[src/rtl/uart_pkg.sv]
// Shared UART receive-path types.
// State encoding and counter limits.
package uart_pkg;

  typedef enum logic [1:0] {
    FILL,
    WRITE,
    FULL
  } state_e;

  localparam logic [7:0] ERR_CNT_MAX = 8'hFF;

endpackage

[src/rtl/uart_rx_word_packer.sv]
// Packs received UART bytes into little-endian words
// and writes them to memory at incrementing addresses.
module uart_rx_word_packer
  import uart_pkg::*;
#(
  parameter  int DATA_WIDTH = 32,
  parameter  int MEM_DEPTH  = 64,
  localparam int ADDR_WIDTH = $clog2(MEM_DEPTH)
) (
  input  logic                  clk,
  input  logic                  rst,
  input  logic                  rx_data_valid,
  input  logic [7:0]            rx_data,
  input  logic                  rx_par_err,
  input  logic                  rx_stp_err,
  input  logic                  flush,
  input  logic                  clear,
  output logic                  wr_en,
  output logic [ADDR_WIDTH-1:0] wr_addr,
  output logic [DATA_WIDTH-1:0] wr_data,
  output logic [ADDR_WIDTH:0]   word_cnt,
  output logic [7:0]            err_cnt,
  output logic                  full,
  output logic                  overflow
);

  localparam int BPW = DATA_WIDTH / 8;
  localparam int IW  = (BPW > 1) ? $clog2(BPW) : 1;

  localparam logic [IW-1:0] LAST_IDX =
    IW'(BPW - 1);
  localparam logic [ADDR_WIDTH-1:0] LAST_ADDR =
    ADDR_WIDTH'(MEM_DEPTH - 1);
  localparam logic [ADDR_WIDTH:0] LAST_CNT =
    (ADDR_WIDTH + 1)'(MEM_DEPTH - 1);

  state_e state_q, state_d;

  logic [IW-1:0]         idx_q, idx_d;
  logic [DATA_WIDTH-1:0] lanes_q, lanes_d;
  logic [DATA_WIDTH-1:0] lane_word;

  logic                  wr_en_d;
  logic [ADDR_WIDTH-1:0] wr_addr_d;
  logic [DATA_WIDTH-1:0] wr_data_d;
  logic [ADDR_WIDTH:0]   word_cnt_d;
  logic [7:0]            err_cnt_d;
  logic                  full_d;
  logic                  overflow_d;

  logic blocked;
  logic byte_err;
  logic accept;
  logic err_hit;
  logic ovf_hit;
  logic word_done;
  logic flush_eff;
  logic do_write;
  logic last_write;

  // Classify the incoming byte and decide if a write is due
  always_comb begin
    blocked   = (state_q == FULL);
    byte_err  = rx_par_err | rx_stp_err;
    accept    = rx_data_valid & ~byte_err & ~blocked;
    err_hit   = rx_data_valid & byte_err & ~blocked;
    ovf_hit   = rx_data_valid & blocked;
    word_done = accept & (idx_q == LAST_IDX);
    flush_eff = flush & ~blocked
              & ((idx_q != '0) | accept);
    do_write  = word_done | flush_eff;
    last_write = (state_q == WRITE)
               & (word_cnt == LAST_CNT);
    lane_word = lanes_q;
    if (accept) begin
      lane_word[8*idx_q +: 8] = rx_data;
    end
  end

  // Next state: fill, one-cycle write, or blocked when full
  always_comb begin
    state_d = state_q;
    unique case (state_q)
      FILL: begin
        if (do_write) state_d = WRITE;
      end
      WRITE: begin
        if (last_write)    state_d = FULL;
        else if (do_write) state_d = WRITE;
        else               state_d = FILL;
      end
      FULL: state_d = FULL;
      default: state_d = FILL;
    endcase
    if (clear) state_d = FILL;
  end

  // Next values for lanes, pointer, counters and flags
  always_comb begin
    idx_d      = idx_q;
    lanes_d    = lane_word;
    wr_data_d  = wr_data;
    wr_addr_d  = wr_addr;
    word_cnt_d = word_cnt;
    err_cnt_d  = err_cnt;
    overflow_d = overflow | ovf_hit;
    if (accept) idx_d = idx_q + 1'b1;
    if (do_write) begin
      idx_d     = '0;
      lanes_d   = '0;
      wr_data_d = lane_word;
    end
    if (state_q == WRITE) begin
      wr_addr_d  = (wr_addr == LAST_ADDR) ? '0
                 : wr_addr + 1'b1;
      word_cnt_d = word_cnt + 1'b1;
    end
    if (err_hit && err_cnt != ERR_CNT_MAX) begin
      err_cnt_d = err_cnt + 8'd1;
    end
    wr_en_d = (state_d == WRITE);
    full_d  = (state_d == FULL);
    if (clear) begin
      idx_d      = '0;
      lanes_d    = '0;
      wr_data_d  = '0;
      wr_addr_d  = '0;
      word_cnt_d = '0;
      err_cnt_d  = '0;
      overflow_d = 1'b0;
    end
  end

  // FSM state register
  always_ff @(posedge clk or posedge rst) begin
    if (rst) state_q <= FILL;
    else     state_q <= state_d;
  end

  // Datapath and output registers
  always_ff @(posedge clk or posedge rst) begin
    if (rst) begin
      idx_q    <= '0;
      lanes_q  <= '0;
      wr_en    <= 1'b0;
      wr_addr  <= '0;
      wr_data  <= '0;
      word_cnt <= '0;
      err_cnt  <= '0;
      full     <= 1'b0;
      overflow <= 1'b0;
    end else begin
      idx_q    <= idx_d;
      lanes_q  <= lanes_d;
      wr_en    <= wr_en_d;
      wr_addr  <= wr_addr_d;
      wr_data  <= wr_data_d;
      word_cnt <= word_cnt_d;
      err_cnt  <= err_cnt_d;
      full     <= full_d;
      overflow <= overflow_d;
    end
  end

endmodule

[config.mk]
export PLATFORM = sky130hd
export DESIGN_NAME = uart_rx_word_packer
export DESIGN_NICKNAME = d
export VERILOG_FILES = /design/src/rtl/uart_pkg.sv /design/src/rtl/uart_rx_word_packer.sv
export SDC_FILE = /design/constraint.sdc
export NUM_CORES = 1
export LEC_CHECK = 0
export BUFFER_PORTS_ARGS = -buffer_cell sky130_fd_sc_hd__buf_2
export CAP_MARGIN = 10
export CORE_MARGIN = 1.5
export CORE_UTILIZATION = 24
export DETAILED_ROUTE_END_ITERATION = 12
export SLEW_MARGIN = 20
export SYNTH_ARGS = -nofsm -noshare
export SYNTH_HDL_FRONTEND = slang
export SYNTH_SLANG_ARGS = --single-unit
[constraint.sdc]
create_clock -name clk -period 3.6 [get_ports clk]
set_input_delay 0.18 -clock clk [delete_from_list [all_inputs] [get_ports clk]]
set_output_delay 0.18 -clock clk [all_outputs]
set_load 0.01 [all_outputs]
==> Word level (Yosys, flattened, before mapping) <==
Index checks and enable logic that the tools add are counted.
{ "word_totals": {"ff_bits": 92, "in_bits": 15, "output_inout_bits": 56} }
{ "classes": {"n_addsub": 5, "n_eq_ne": 8, "bitwise": 15, "shifts": 2, "n_reduce_logical": 7, "muxes": 22} }
{ "op_table": {"columns": ["operator", "count"], "rows": [
  ["$mux 32", 5],
  ["$neg 5->34", 1],
  ["$shift 8x34->32 const A", 1],
  ["$shiftx 8x34->32", 1],
  ["$bwmux 32", 1],
  ["$mux 6", 3],
  ["$mux 8", 2],
  ["$mux 7", 2],
  ["$mux 2", 6],
  ["$and 1x1->1", 9],
  ["$add 8x1->8 const B", 1],
  ["$ne 8x8->1 const B", 1],
  ["$reduce_bool 2->1", 4],
  ["$add 7x1->7 const B", 1],
  ["$eq 7x6->1 const B", 1],
  ["$add 6x1->6 const B", 1],
  ["$eq 2x2->1 const B", 3],
  ["$eq 6x6->1 const B", 1],
  ["$pmux 2 s3", 1],
  ["$eq 2x1->1 const B", 2],
  ["$or 1x1->1", 4],
  ["$reduce_bool 3->1", 1],
  ["$add 2x1->2 const B", 1],
  ["$logic_not 2->1", 1],
  ["other kinds (3)", 5]
]} }

==> Longest topological paths before layout <==
{ "depth": {"word_depth": 12, "depth_mapped": 8, "ltp_nobuf": 6} }

==> Worst setup path before layout <==
Ideal clock, no wire load.
{ "synth_path": {"path_type": "reg-to-reg", "start": "register idx_q[0]", "end": "register wr_data[7]", "synth_period_minus_slack_ns": 1.801, "setup_slack_ns": 1.799, "n_path_buf": 0, "setup_ns": 0.067, "path_stages_with_launch": 7, "required_time_ns": 3.533, "arrival_ns": 1.734, "cell_sequence": "dfrtp_1 > inv_1 > ha_1 > nor3b_2 > nand2_1 > a2111oi_0 > a311o_1"} }
{ "synth_via": {"elab_chain_len": 6, "elab_cells_between_ends": 14, "cone_classes": "add/sub (1); eq/ne (1); shift (2); mux (4); bitwise (4); reduce/logical (2)"} }
{ "synth_rtl": {"columns": ["element", "line", "text"], "rows": [
  ["from (decl)", "uart_rx_word_packer.sv:39", "logic [IW-1:0] idx_q, idx_d;"],
  ["from (signal assigned)", "uart_rx_word_packer.sv:153", "idx_q <= idx_d;"],
  ["$neg 5->34", "uart_rx_word_packer.sv:76", "lane_word[8*idx_q +: 8] = rx_data;"],
  ["$shiftx 8x34->32 or $shift 8x34->32 (tied branches)", "uart_rx_word_packer.sv:76", null],
  ["$bwmux 32", "uart_rx_word_packer.sv:76", null],
  ["$mux 32", "uart_rx_word_packer.sv:75", "if (accept) begin"],
  ["$mux 32", "uart_rx_word_packer.sv:108", "if (do_write) begin"],
  ["$mux 32", "uart_rx_word_packer.sv:123", "if (clear) begin"],
  ["to (signal assigned)", "uart_rx_word_packer.sv:157", "wr_data <= wr_data_d;"],
  ["to (decl)", "uart_rx_word_packer.sv:20", "output logic [DATA_WIDTH-1:0] wr_data,"]
]} }
Several ways; a longest one is shown, not always the timed one. The select of a mux whose other input is x is not followed.
A chain may end at the register's enable or synchronous reset.

==> Worst setup path in the final report <==
{ "layout_path": {"start": "register idx_q[0]", "end": "register wr_data[16]"} }
Same word-level chain as after synthesis.

==> run_results.csv <==
group,metric,value,unit
drt,vias,3102,
critical_path,cp_slowest_cell,"nor3b_1",
synthesis,synth_area,4250,sq um
sta,setup_viol,0,
synthesis,synth_compound_area_share,11.5,%
synthesis,synthXorXnorAreaFrac,2.47,%
critical_path,cpPeakStageDelay,760,ps
finish,final_net_count,460,
floorplanning,io_pins,71,
sta,timing.setup.tns,0,ps
drt,drt_pre_antenna_iters,4,
synthesis,synth-seq-area-share,54.1,%
flow_run,drv_cap,0,
global_routing,grt_pass1_wl,16600,microns
finish,fill_cells,1832,
cts,clkTransAtPathRegs,70,ps
synthesis,yosys_register_bits,92,
drt,wl,10300,microns
run_status,violations,"negative hold slack",
critical_path,path_cells,"inv_1 -> ha_1 -> nor3b_1 -> and2_1 -> mux2i_1 -> o2bb2ai_1",
synthesis,synth_edf_count,0,
cts,post_cts_resized,0,
critical_path,worstPathArrival,2580,ps
cts,hold_buffers,0,
drt,remaining_drc_errors,0,
synthesis,synth_cell_types,49,
placement,numPortBuffers,70,
sta,max_freq,431,MHz
critical_path,crit_family,"simple AND/OR/NAND/NOR gates",
sta,finalCriticalPeriod,2320,ps
synthesis,synth_top_cell_by_area,"dfrtp_1",
run_status,status,"finished with violations",
global_routing,grt_pass1_vias,3138,
finish,diodes,0,
critical_path,reg2reg_slack,1280,ps
critical_path,start_kind,"register",
power_and_ir_drop,internal_power,0.00167,W
synthesis,synth_top_area_share,54.1,%
sta,hold_violations,17,
min_path,hold_class,"primary input to async pin",
drt,final_antenna_net_count,0,
critical_path,cp.required,3860,ps
power_and_ir_drop,power_switching,0.000526,W
drt,viasPerCell,4.65,
floorplanning,die_w,136,microns
global_routing,gr-total-overflow,0,
cts,cts_buffer_depth,2,
floorplanning,die_y,136,microns
cts,cts_made_buffers,9,
power_and_ir_drop,power.share.clock,45.6,%
critical_path,worstSetupPathType,"register to register",
drt,initialDrtViolationCount,210,
global_routing,grt_max_degree,54,
cts,clock-sinks,92,
sta,setup_slack,1280,ps
sta,relSlewSlack,39.6,%
floorplanning,dieArea,18500,sq um
synthesis,synthesis.nets,394,
sta,rsz0062_at_grt,"false",
cts,tritoncts,"done",
global_routing,antenna_found_initial,1,
cts,clock_latency,340,ps
power_and_ir_drop,share_seq_of_total_power,47.9,%
placement,postPlaceCellArea,4800,sq um
sta,holdWs,-12.9,ps
floorplanning,start_util,24.6,%
power_and_ir_drop,p_comb_share,6.6,%
synthesis,netlist_instances,371,
placement,detailed_place_hpwl,7010,microns
sta,fin_crit_sh,64.4,%
power_and_ir_drop,finalPower,0.00220,W
global_routing,grt_usage,11.6,%
synthesis,synth_area_per_cell,11.5,sq um
sta,fin_worst_skew,7.90,ps
synthesis,yosys.area_share.simple,18.1,%
synthesis,synthMuxAreaShare,7.76,%
synthesis,synthArstFlopShare,100,%
floorplanning,core_area,17300,sq um
cts,cts_setup_buffers,0,
synthesis,ys.flop_type,"dfrtp_1",
cts,cts_root_buffer,"clkbuf_16",
power_and_ir_drop,ir_worst_vdd,243,uV
synthesis,yosys-top-cells-area,"dfrtp_1, mux2i_1, o2bb2ai_1",
floorplanning,fp-row-count,48,
critical_path,critPathMaxFanout,8,
placement,preCtsSetupSlack,1320,ps
finish,layout-drive-gt1-share,24.0,%
sta,tightest_slew,904,ps
finish,area_growth,20.3,%
placement,place_congestion,0.751,
critical_path,path_buf_inv,1,
power_and_ir_drop,power_density,429,nW/um^2
synthesis,synth_top_family_by_area,"simple AND/OR/NAND/NOR gates",
synthesis,synth-adder-area-share,2.35,%
critical_path,endpoint_kind,"register",
finish,final_area,5120,sq um
cts,htreeDepth,3,
power_and_ir_drop,swShare,24.0,%
synthesis,synth_warnings,0,
drt,wl_per_cell,15.5,microns
sta,final_max_slew_viol_count,0,
power_and_ir_drop,p_leak,2.48,nW
[cell families after synthesis]
kind of cell,Yosys count
buf+inv,27
fa+ha+maj,8
xor+xnor,12
simple gates,137
compound gates,62
flops,92
mux,33
[registers in the layout (all words and copies together), names as in the netlist]
register	count
err_cnt	8
full	1
idx_q	2
lanes_q	32
overflow	1
state_q	2
word_cnt	7
wr_addr	6
wr_data	32
wr_en	1
[per-stage QoR]
stage,instances,hold slack (ps),util [%]
2_1_floorplan,371,405,-
3_3_place_gp,651,375,27.7
3_5_place_dp,651,387,27.7
4_1_cts,667,23.0,29.6
5_1_grt,667,55.0,29.6
6_report,667,-12.9,29.6
[placed cells by master, fill, tap and decap left out, types with 5 or more instances in the layout]
master | Yosys | routed
a21oi_1 | 11 | 11
and2_1 | 29 | 29
buf_2 | 10 | 70
buf_4 | 3 | 5
clkbuf_16 | 0 | 9
dfrtp_1 | 92 | 92
ha_1 | 8 | 8
inv_1 | 7 | 6
mux2i_1 | 33 | 33
nand2_1 | 9 | 9
nand3_1 | 9 | 9
nand4_1 | 9 | 9
nor2_1 | 47 | 47
o2bb2ai_1 | 29 | 29
xor2_1 | 8 | 8
[synth_stat cells, types with 3 or more instances]
| master | instances |
|---|---|
| and2_1 | 29 |
| nand2_1 | 9 |
| o31ai_1 | 3 |
| o2bb2ai_1 | 29 |
| and3_1 | 3 |
| o21ai_0 | 4 |
| buf_6 | 4 |
| buf_4 | 3 |
| ha_1 | 8 |
| or4_1 | 4 |
| nand4_1 | 9 |
| nor2_1 | 47 |
| xnor2_1 | 4 |
| buf_2 | 10 |
| clkbuf_1 | 3 |
| inv_1 | 7 |
| dfrtp_1 | 92 |
| xor2_1 | 8 |
| a21oi_1 | 11 |
| nand3_1 | 9 |
| nor3_1 | 3 |
| or3_1 | 4 |
| mux2i_1 | 33 |
| o211ai_1 | 4 |
| and4_1 | 3 |
[final timing paths]
check | startpoint | end | cells past startpoint
worst max-delay path | idx_q[0] | wr_data[16] | 6
worst min-delay path | rst | wr_data[0] | 2
worst max register to register | idx_q[0] | wr_data[16] | 6
worst min register to register | wr_data[29] | wr_data[29] | 1
max in group asynchronous | rst | err_cnt[4] | 3
min in group clk | rx_data[6] | lanes_q[30] | 4
[metal layers]
layer	wire (microns)	global-route usage, %	vias up
met4	80	2.84	2
met2	4880	18.7	81
li1	-	-	1457
met1	4820	15.4	1551
met5	13	0	-
met3	522	3.39	11
[power groups by stage]
stage          clock, W  sequential [W]  combinational, W
6_report        0.00100         0.00105          0.000144
5_1_grt         0.00107         0.00105          0.000160
4_1_cts         0.00102         0.00105          0.000146
3_5_place_dp          0         0.00107          0.000145
3_3_place_gp          0         0.00107          0.000141
2_1_floorplan         0         0.00107         0.0000965
[final cells by class]
| type | instances | area [sq um] | share of cell area, % |
|---|---|---|---|
| Timing Repair Buffer | 75 | 388 | 7.58 |
| Multi-Input combinational cell | 252 | 1800 | 35.2 |
| Clock buffer | 11 | 253 | 4.94 |
| Sequential cell | 92 | 2300 | 45.0 |
| Inverter | 7 | 27.5 | 0.538 |
| Clock inverter | 5 | 66.3 | 1.30 |
| Tap cell | 225 | 282 | 5.50 |
Note: power is estimated with default switching activity, not from simulation.
